[config.mk]
export PLATFORM = sky130hd
export DESIGN_NAME = tile_row_gen
export DESIGN_NICKNAME = d
export VERILOG_FILES = /design/src/rtl/tile_pkg.sv /design/src/rtl/lfsr16.sv /design/src/rtl/tile_row_gen.sv
export SDC_FILE = /design/constraint.sdc
export NUM_CORES = 1
export LEC_CHECK = 0
export ABC_AREA = 1
export CAP_MARGIN = 20
export CORE_AREA = 3 3 78 80
export DETAILED_ROUTE_END_ITERATION = 16
export DIE_AREA = 0 0 81 83
export RECOVER_POWER = 50
export REMOVE_ABC_BUFFERS = 1
export SLEW_MARGIN = 10
export SYNTH_ARGS = -nofsm -noshare
export SYNTH_HDL_FRONTEND = slang
export SYNTH_HIERARCHICAL = 1
export SYNTH_SLANG_ARGS = --single-unit
[constraint.sdc]
create_clock -name clock -period 1.9 [get_ports clock]
set_input_delay 0.285 -clock clock [delete_from_list [all_inputs] [get_ports clock]]
set_output_delay 0.285 -clock clock [all_outputs]
set_load 0.03 [all_outputs]
[src/rtl/tile_pkg.sv]
// Shared tile definitions for the row generator and the input checker.
package tile_pkg;

  typedef logic [2:0] tile_t;

  // Tile codes: one lane per key, 101-111 are never produced.
  localparam tile_t TILE_EMPTY = 3'b000;
  localparam tile_t TILE_K3    = 3'b001;
  localparam tile_t TILE_K2    = 3'b010;
  localparam tile_t TILE_K1    = 3'b011;
  localparam tile_t TILE_K0    = 3'b100;

  // Scroll handshake states.
  typedef enum logic [1:0] {
    StIdle,
    StShift,
    StDone
  } shift_state_e;

  // Fibonacci taps 16, 14, 13, 11 expressed as bit positions 15, 13, 12, 10.
  localparam logic [15:0] LFSR_TAP_MASK = 16'hB400;

  // One left shift with the XOR of the tapped bits entering at bit 0.
  function automatic logic [15:0] lfsr_next(logic [15:0] v);
    return {v[14:0], ^(v & LFSR_TAP_MASK)};
  endfunction

  // Map two random bits to a lane 1..4, rotating by one lane when it would
  // repeat the lane currently on top of the board.
  function automatic tile_t pick_lane(logic [1:0] bits, tile_t top);
    tile_t lane;
    lane = tile_t'({1'b0, bits}) + 3'd1;
    if (lane == top) begin
      lane = tile_t'({1'b0, bits + 2'd1}) + 3'd1;
    end
    return lane;
  endfunction

endpackage

[src/rtl/lfsr16.sv]
// 16-bit Fibonacci LFSR advanced one step per request; a zero seed becomes 1
// so the register can never lock up at zero.
module lfsr16
  import tile_pkg::*;
(
  input  logic        clock,
  input  logic        reset,
  input  logic        step,
  input  logic [15:0] seed,
  output logic [15:0] value
);

  logic [15:0] seed_fixed;
  logic [15:0] value_q;
  logic [15:0] value_d;

  // Substitute a legal seed for the all-zero lock-up state.
  always_comb begin
    seed_fixed = seed;
    if (seed == 16'h0000) begin
      seed_fixed = 16'h0001;
    end
  end

  // Next-state: advance only when stepped.
  always_comb begin
    value_d = value_q;
    if (step) begin
      value_d = lfsr_next(value_q);
    end
  end

  // State register with synchronous reset to the (fixed) seed.
  always_ff @(posedge clock) begin
    if (reset) begin
      value_q <= seed_fixed;
    end else begin
      value_q <= value_d;
    end
  end

  assign value = value_q;

endmodule

[src/rtl/tile_row_gen.sv]
// Scrolling tile board: on each go/done handshake every row moves down one
// slot, a fresh pseudo-random row enters at the top and an unplayed tile
// leaving the bottom row is reported as a miss.
module tile_row_gen
  import tile_pkg::*;
#(
  parameter int unsigned NUM_ROWS  = 7,
  parameter logic [15:0] SEED      = 16'hACE1,
  parameter int unsigned EMPTY_MOD = 4
) (
  input  logic                  clock,
  input  logic                  reset,
  input  logic                  shift_go,
  output logic                  shift_done,
  input  logic                  clear_bottom,
  output logic [3*NUM_ROWS-1:0] rows,
  output logic [2:0]            line_6,
  output logic                  missed
);

  localparam int unsigned CntW = (EMPTY_MOD > 1) ? $clog2(EMPTY_MOD) : 1;

  shift_state_e state_q, state_d;
  logic         do_shift;

  tile_t [NUM_ROWS-1:0] rows_q;
  logic                 missed_q;

  logic [CntW-1:0] cnt_q, cnt_d;
  logic            cnt_wrap;
  logic            force_empty;

  logic [15:0] lfsr_value;
  logic [13:0] lfsr_unused;
  tile_t       new_tile;

  lfsr16 u_lfsr (
    .clock (clock),
    .reset (reset),
    .step  (do_shift),
    .seed  (SEED),
    .value (lfsr_value)
  );

  // Only the low two bits pick a lane; the rest are LFSR-internal state.
  assign lfsr_unused = lfsr_value[15:2];

  // Handshake FSM: one scroll per rising request, done held until go drops.
  always_comb begin
    state_d    = state_q;
    do_shift   = 1'b0;
    shift_done = 1'b0;
    unique case (state_q)
      StIdle: begin
        if (shift_go) begin
          state_d = StShift;
        end
      end
      StShift: begin
        do_shift = 1'b1;
        state_d  = StDone;
      end
      StDone: begin
        // Gated by go so done falls together with the request.
        shift_done = shift_go;
        if (!shift_go) begin
          state_d = StIdle;
        end
      end
      default: begin
        state_d = StIdle;
      end
    endcase
  end

  // FSM state register.
  always_ff @(posedge clock) begin
    if (reset) begin
      state_q <= StIdle;
    end else begin
      state_q <= state_d;
    end
  end

  // Empty-row counter: the last slot of each EMPTY_MOD period is forced empty.
  always_comb begin
    cnt_wrap    = 1'b0;
    force_empty = 1'b0;
    cnt_d       = cnt_q;
    if (EMPTY_MOD != 0) begin
      cnt_wrap    = (32'(cnt_q) == EMPTY_MOD - 1);
      force_empty = cnt_wrap;
      if (do_shift) begin
        cnt_d = cnt_wrap ? '0 : cnt_q + CntW'(1);
      end
    end
  end

  // Empty-row counter register.
  always_ff @(posedge clock) begin
    if (reset) begin
      cnt_q <= '0;
    end else begin
      cnt_q <= cnt_d;
    end
  end

  // Tile entering row 0 on the next scroll.
  always_comb begin
    new_tile = TILE_EMPTY;
    if (!force_empty) begin
      new_tile = pick_lane(lfsr_value[1:0], rows_q[0]);
    end
  end

  // Board register: scroll beats clear; miss uses the pre-clear bottom row.
  always_ff @(posedge clock) begin
    if (reset) begin
      rows_q   <= '0;
      missed_q <= 1'b0;
    end else begin
      missed_q <= 1'b0;
      if (do_shift) begin
        rows_q   <= {rows_q[NUM_ROWS-2:0], new_tile};
        missed_q <= (rows_q[NUM_ROWS-1] != TILE_EMPTY);
      end else if (clear_bottom) begin
        rows_q[NUM_ROWS-1] <= TILE_EMPTY;
      end
    end
  end

  assign rows   = rows_q;
  assign line_6 = rows_q[NUM_ROWS-1];
  assign missed = missed_q;

endmodule

# Word-level counts from Yosys, hierarchy flattened
# Cells that the tools add are included.
word_totals:
  ff_bits: 42
  inputBits: 4
  out_inout_bits: 26
  elab_cells: 38
op_classes:
  n_addsub: 4
  n_eq_ne: 6
  n_mux: 10
  n_bitwise: 1
  reduce_logical: 6
op_table:
  columns: ["op", "n"]
  rows:
  - ["$reduce_xor A16 Y1", 1]
  - ["$mux W3", 4]
  - ["$add A2 B1 Y3 const B", 2]
  - ["$mux W2", 3]
  - ["$pmux W2 S3", 1]
  - ["$add A2 B1 Y2 const B", 2]
  - ["$eq A2 B2 Y1 const B", 2]
  - ["$ne A2 B2 Y1 const B", 2]
  - ["$eq A3 B3 Y1", 1]
  - ["$reduce_bool A3 Y1", 1]
  - ["$eq A2 B1 Y1 const B", 1]
  - ["$logic_not A2 Y1", 1]
  - ["$mux W1", 2]
  - ["$reduce_and A2 Y1", 1]
  - ["$reduce_bool A2 Y1", 1]
  - ["$reduce_or A2 Y1", 1]
  - ["$not A1 Y1", 1]

# Longest topological paths before layout
depth:
  depth_word: 4
  depth_mapped: 9
  mapped_depth_nobuf: 9

# Hierarchy
# Netlist, hierarchy kept.
modules_own_cells:
  columns: ["mod", "n_inst", "cells_per_inst", "area_per_inst_um2", "seq_area_each_um2"]
  rows:
  - ["tile_row_gen", 1, 141, 1081.0, 520.5]
  - ["lfsr16", 1, 98, 824.5, 480.5]

# Least setup slack after synthesis
# No wires, ideal clock.
synth_timing:
  path_kind: "reg-to-reg"
  startpoint: "reg state_q[0]"
  endpoint: "reg u_lfsr.value_q[0] (netlist: u_lfsr/value[0]), enable pin"
  setup_ns: 0.373
  arrival_time_ns: 1.055
  required_ns: 1.527
  path_slack_ns: 0.472
  stages_incl_launch_ff: 5
  n_path_buf: 1
  synth_period_minus_slack_ns: 1.428
  path_cell_list: "dfxtp_1 -> inv_1 -> nor2_4 -> buf_2 -> or2_1"
synth_via:
  elab_chain_len: 2
synth_lines:
  columns: ["element", "line", "rtl"]
  rows:
  - ["from (decl)", "tile_row_gen.sv:23", "shift_state_e state_q, state_d;"]
  - ["from (signal assigned)", "tile_row_gen.sv:79", "state_q <= StIdle;"]
  - ["from (signal assigned)", "tile_row_gen.sv:81", "state_q <= state_d;"]
  - ["$eq A2 B1 Y1", "tile_row_gen.sv:53", "unique case (state_q)"]
  - ["$mux W1", "tile_row_gen.sv:53", null]
  - ["via do_shift", "tile_row_gen.sv:24", "logic do_shift;"]
  - ["to (signal assigned)", "lfsr16.sv:36", "value_q <= seed_fixed;"]
  - ["to (signal assigned)", "lfsr16.sv:38", "value_q <= value_d;"]
  - ["to (decl)", "lfsr16.sv:14", "logic [15:0] value_q;"]
# The timed path passes the listed nets, and every way through them passes these cells.
# A chain may end at the register's enable or synchronous reset.

# Worst setup path after layout
layout_timing:
  startpoint: "reg rows_q, in the netlist rows[2]"
  endpoint: "out rows[2]"
layout_lines:
  columns: ["element", "line", "rtl"]
  rows:
  - ["from (decl)", "tile_row_gen.sv:26", "tile_t [NUM_ROWS-1:0] rows_q;"]
  - ["from (signal assigned)", "tile_row_gen.sv:124", "rows_q <= {rows_q[NUM_ROWS-2:0], new_tile};"]
  - ["to (decl)", "tile_row_gen.sv:16", "output logic [3*NUM_ROWS-1:0] rows,"]
# No word-level cell between the ends.

==> metrics.txt <==
critical path arrival=1450 ps; Crit path max-delay family=buffers and inverters; Max Slew Vio Count=0; ys async rst share=0%; # DRC=0; internal power=1.39 mW; vias in the first global route=1401; H-Tree Depth=2; IR drop worst, VDD=420 uV; WHS Path Cells=2; post-detail-place hpwl=2.54 mm; post-synth top area cell=dfxtp_1; number of top-level pins=30; synthesized area per cell=7.97 um2; min Tclk post-route=1740 ps; instance count of the mapped netlist=239; CTS tree=done; core area=5470 um2; Yosys reg bits=42; Setup violations, final=0; Worst Hold Class=flip-flop to flip-flop; Startpoint Class=flip-flop; Clock Sinks=42; worst reg-to-reg path cell count=5; Design Area, Final=2420 um2; clock group share of total power=28.5%; R2R setup slack=290 ps; NetSw=0.563 mW; crit path cell chain=clkdlybuf4s50_1; post-synth top area share=27.3%; P&R area growth vs syn=27.2%; root buffer cell=clkbuf_8; cts-stage hold buffer count=0; Logic pwr share=17.6%; Fmax=0.576 GHz; Flop pwr share=53.9%; initial core utilization=34.8%; initial DRC count=40; Worst EP required=1620 ps; fill cell count=567; IO buf count=29; final setup skew=7.46 ps; RSZ-0062 raised after global routing=no; number of synthesized flops with an enable pin=16; max cap viols=0; # rows=27; final net count=305; slew of the pin with the lowest slew margin=676 ps; commonest register cell after synthesis=dfxtp_1; CP max stage cell=clkdlybuf4s50_1; Post-CTS Resized=0; FF-to-FF End=line_6[0]; wire per inst=9.95 um; vias=1542; switching share of total power=28.8%; Core Util, Final=44.3%; post-route ant nets=0; Rel. slew slack=55.0%; Vias/cell=4.16; synth top area cells=dfxtp_1, edfxtp_1, nand2_1; global routing's busiest layer=met2; M2 GR Usage=17.6%; first-pass detailed-route iteration total=5; Post-DP Area=2360 um2; met3 Usage GRT=3.69%; Final period util=91.3%; GR Util All Layers=12.2%; Skew-Pair Late Insertion Delay=290 ps; Placed Instances=363; Buf+Inv Stages, Crit Path=1; LEAKAGE=1.10 nW; GR Util met1=17.2%; PwrDens=808 nW/um2; DIE HEIGHT=83 um; hold slack=468 ps; final setup margin=165 ps; hold path start=rows[15]; ant diodes=0; clk slew on worst S/H paths=80 ps; global-route wire length before repair=6.45 mm; Post-CTS Setup Repair Bufs=0; Largest stage delay, worst path=710 ps; Hold EP=rows[15]; fin cells=371; clk buf depth=2; layout cells sized above 1=5.69%; Die Width=81 um; reg2reg start=state_q[0]; CP endpoint kind=output pin; die area=6720 um2; Setup CP Type=flip-flop to output pin; Distinct cells, synth=24; total grt overflow=0; post-synthesis sequential area ratio=52.5%; Setup WS pre-CTS=36.5 ps; setup TNS=0 ps; power consumption=1.96 mW; maximum number of pins on one net before global-route repair=22; Hold Violations, Final=0; worst-path fanout max=4; status=finished clean; Netlist Area Pre-Place=1910 um2; final wirelength=3.69 mm; total CTS buffers=5; yosys warns=6; GP Congestion=0.839; initial antenna violation count=0
==> metal layers <==
layer | vias to the layer above | routed length, um
met4 | 0 | 61
met5 | - | 0
li1 | 841 | -
met2 | 15 | 1620
met1 | 680 | 1890
met3 | 6 | 119
==> how the worst max path moves through the flow <==
| stage | startpoint | endpoint | slack, ps | cells past startpoint |
|---|---|---|---|---|
| 2_1_floorplan | state_q[0] | u_lfsr/value[0] | 450 | 3 |
| 3_3_place_gp | shift_go | shift_done | 40 | 4 |
| 3_5_place_dp | shift_go | shift_done | 40 | 4 |
| 4_1_cts | shift_go | shift_done | 30 | 4 |
| 5_1_grt | u_lfsr/value[0] | rows[0] | 110 | 9 |
| 6_report | rows[2] | rows[2] | 160 | 1 |
==> Yosys cell counts, types with 3 or more instances <==
master and instances:
ha_1 3, nor2_1 37, edfxtp_1 16, nand3_1 7, buf_4 4, nand2_1 74
buf_2 5, o21ai_0 23, a21oi_1 9, inv_2 3, dfxtp_1 26, inv_1 16
==> logic make-up (layout without fill, tap and decap cells) <==
| group | Yosys count | after routing | synth area share (%) |
|---|---|---|---|
| xor+xnor | 1 | 1 | 0.854 |
| other cells | 2 | 32 | 0.394 |
| fa+ha+maj | 3 | 3 | 1.97 |
| simple gates | 127 | 127 | 27.2 |
| flops | 42 | 42 | 52.5 |
| buf+inv | 31 | 61 | 8.21 |
| compound gates | 33 | 33 | 8.86 |
==> state kept, by name, indices dropped and copies added, names as in the netlist <==
| register | count |
|---|---|
| cnt_q | 2 |
| line_6 | 3 |
| missed | 1 |
| rows | 18 |
| state_q | 2 |
| u_lfsr/value | 16 |
==> final cells by class <==
| type | count | area [um2] | area share, % |
|---|---|---|---|
| flip-flops and latches | 42 | 1000 | 41.3 |
| multi-input cells | 196 | 861 | 35.5 |
| repair buffers | 34 | 318 | 13.1 |
| well taps | 72 | 90.1 | 3.72 |
| clock buffers | 6 | 72.6 | 2.99 |
| inverters | 19 | 71.3 | 2.94 |
| clock inverters | 2 | 10.0 | 0.413 |
==> power groups by stage <==
stage | Combinational, mW | Clock (mW) | Sequential, mW
5_1_grt | 0.391 | 0.619 | 1.07
3_5_place_dp | 0.356 | 0 | 1.08
3_3_place_gp | 0.351 | 0 | 1.07
6_report | 0.344 | 0.559 | 1.05
2_1_floorplan | 0.173 | 0 | 1.12
4_1_cts | 0.357 | 0.585 | 1.06
==> layout by cell type, fill, tap and decap left out, types with 2 or more instances in the layout <==
cell type,Yosys,final
a21oi_1,9,9
clkbuf_1,1,3
clkbuf_2,0,2
clkbuf_8,0,5
clkdlybuf4s50_1,0,27
clkinv_2,0,2
conb_1,2,32
dfxtp_1,26,26
edfxtp_1,16,16
ha_1,3,3
inv_1,16,18
nand2_1,74,74
nand3_1,7,7
nand4_1,2,2
nor2_1,37,37
nor2_2,2,2
nor2_4,2,2
o21ai_0,23,23
Note: power is estimated with default switching activity, not from simulation.
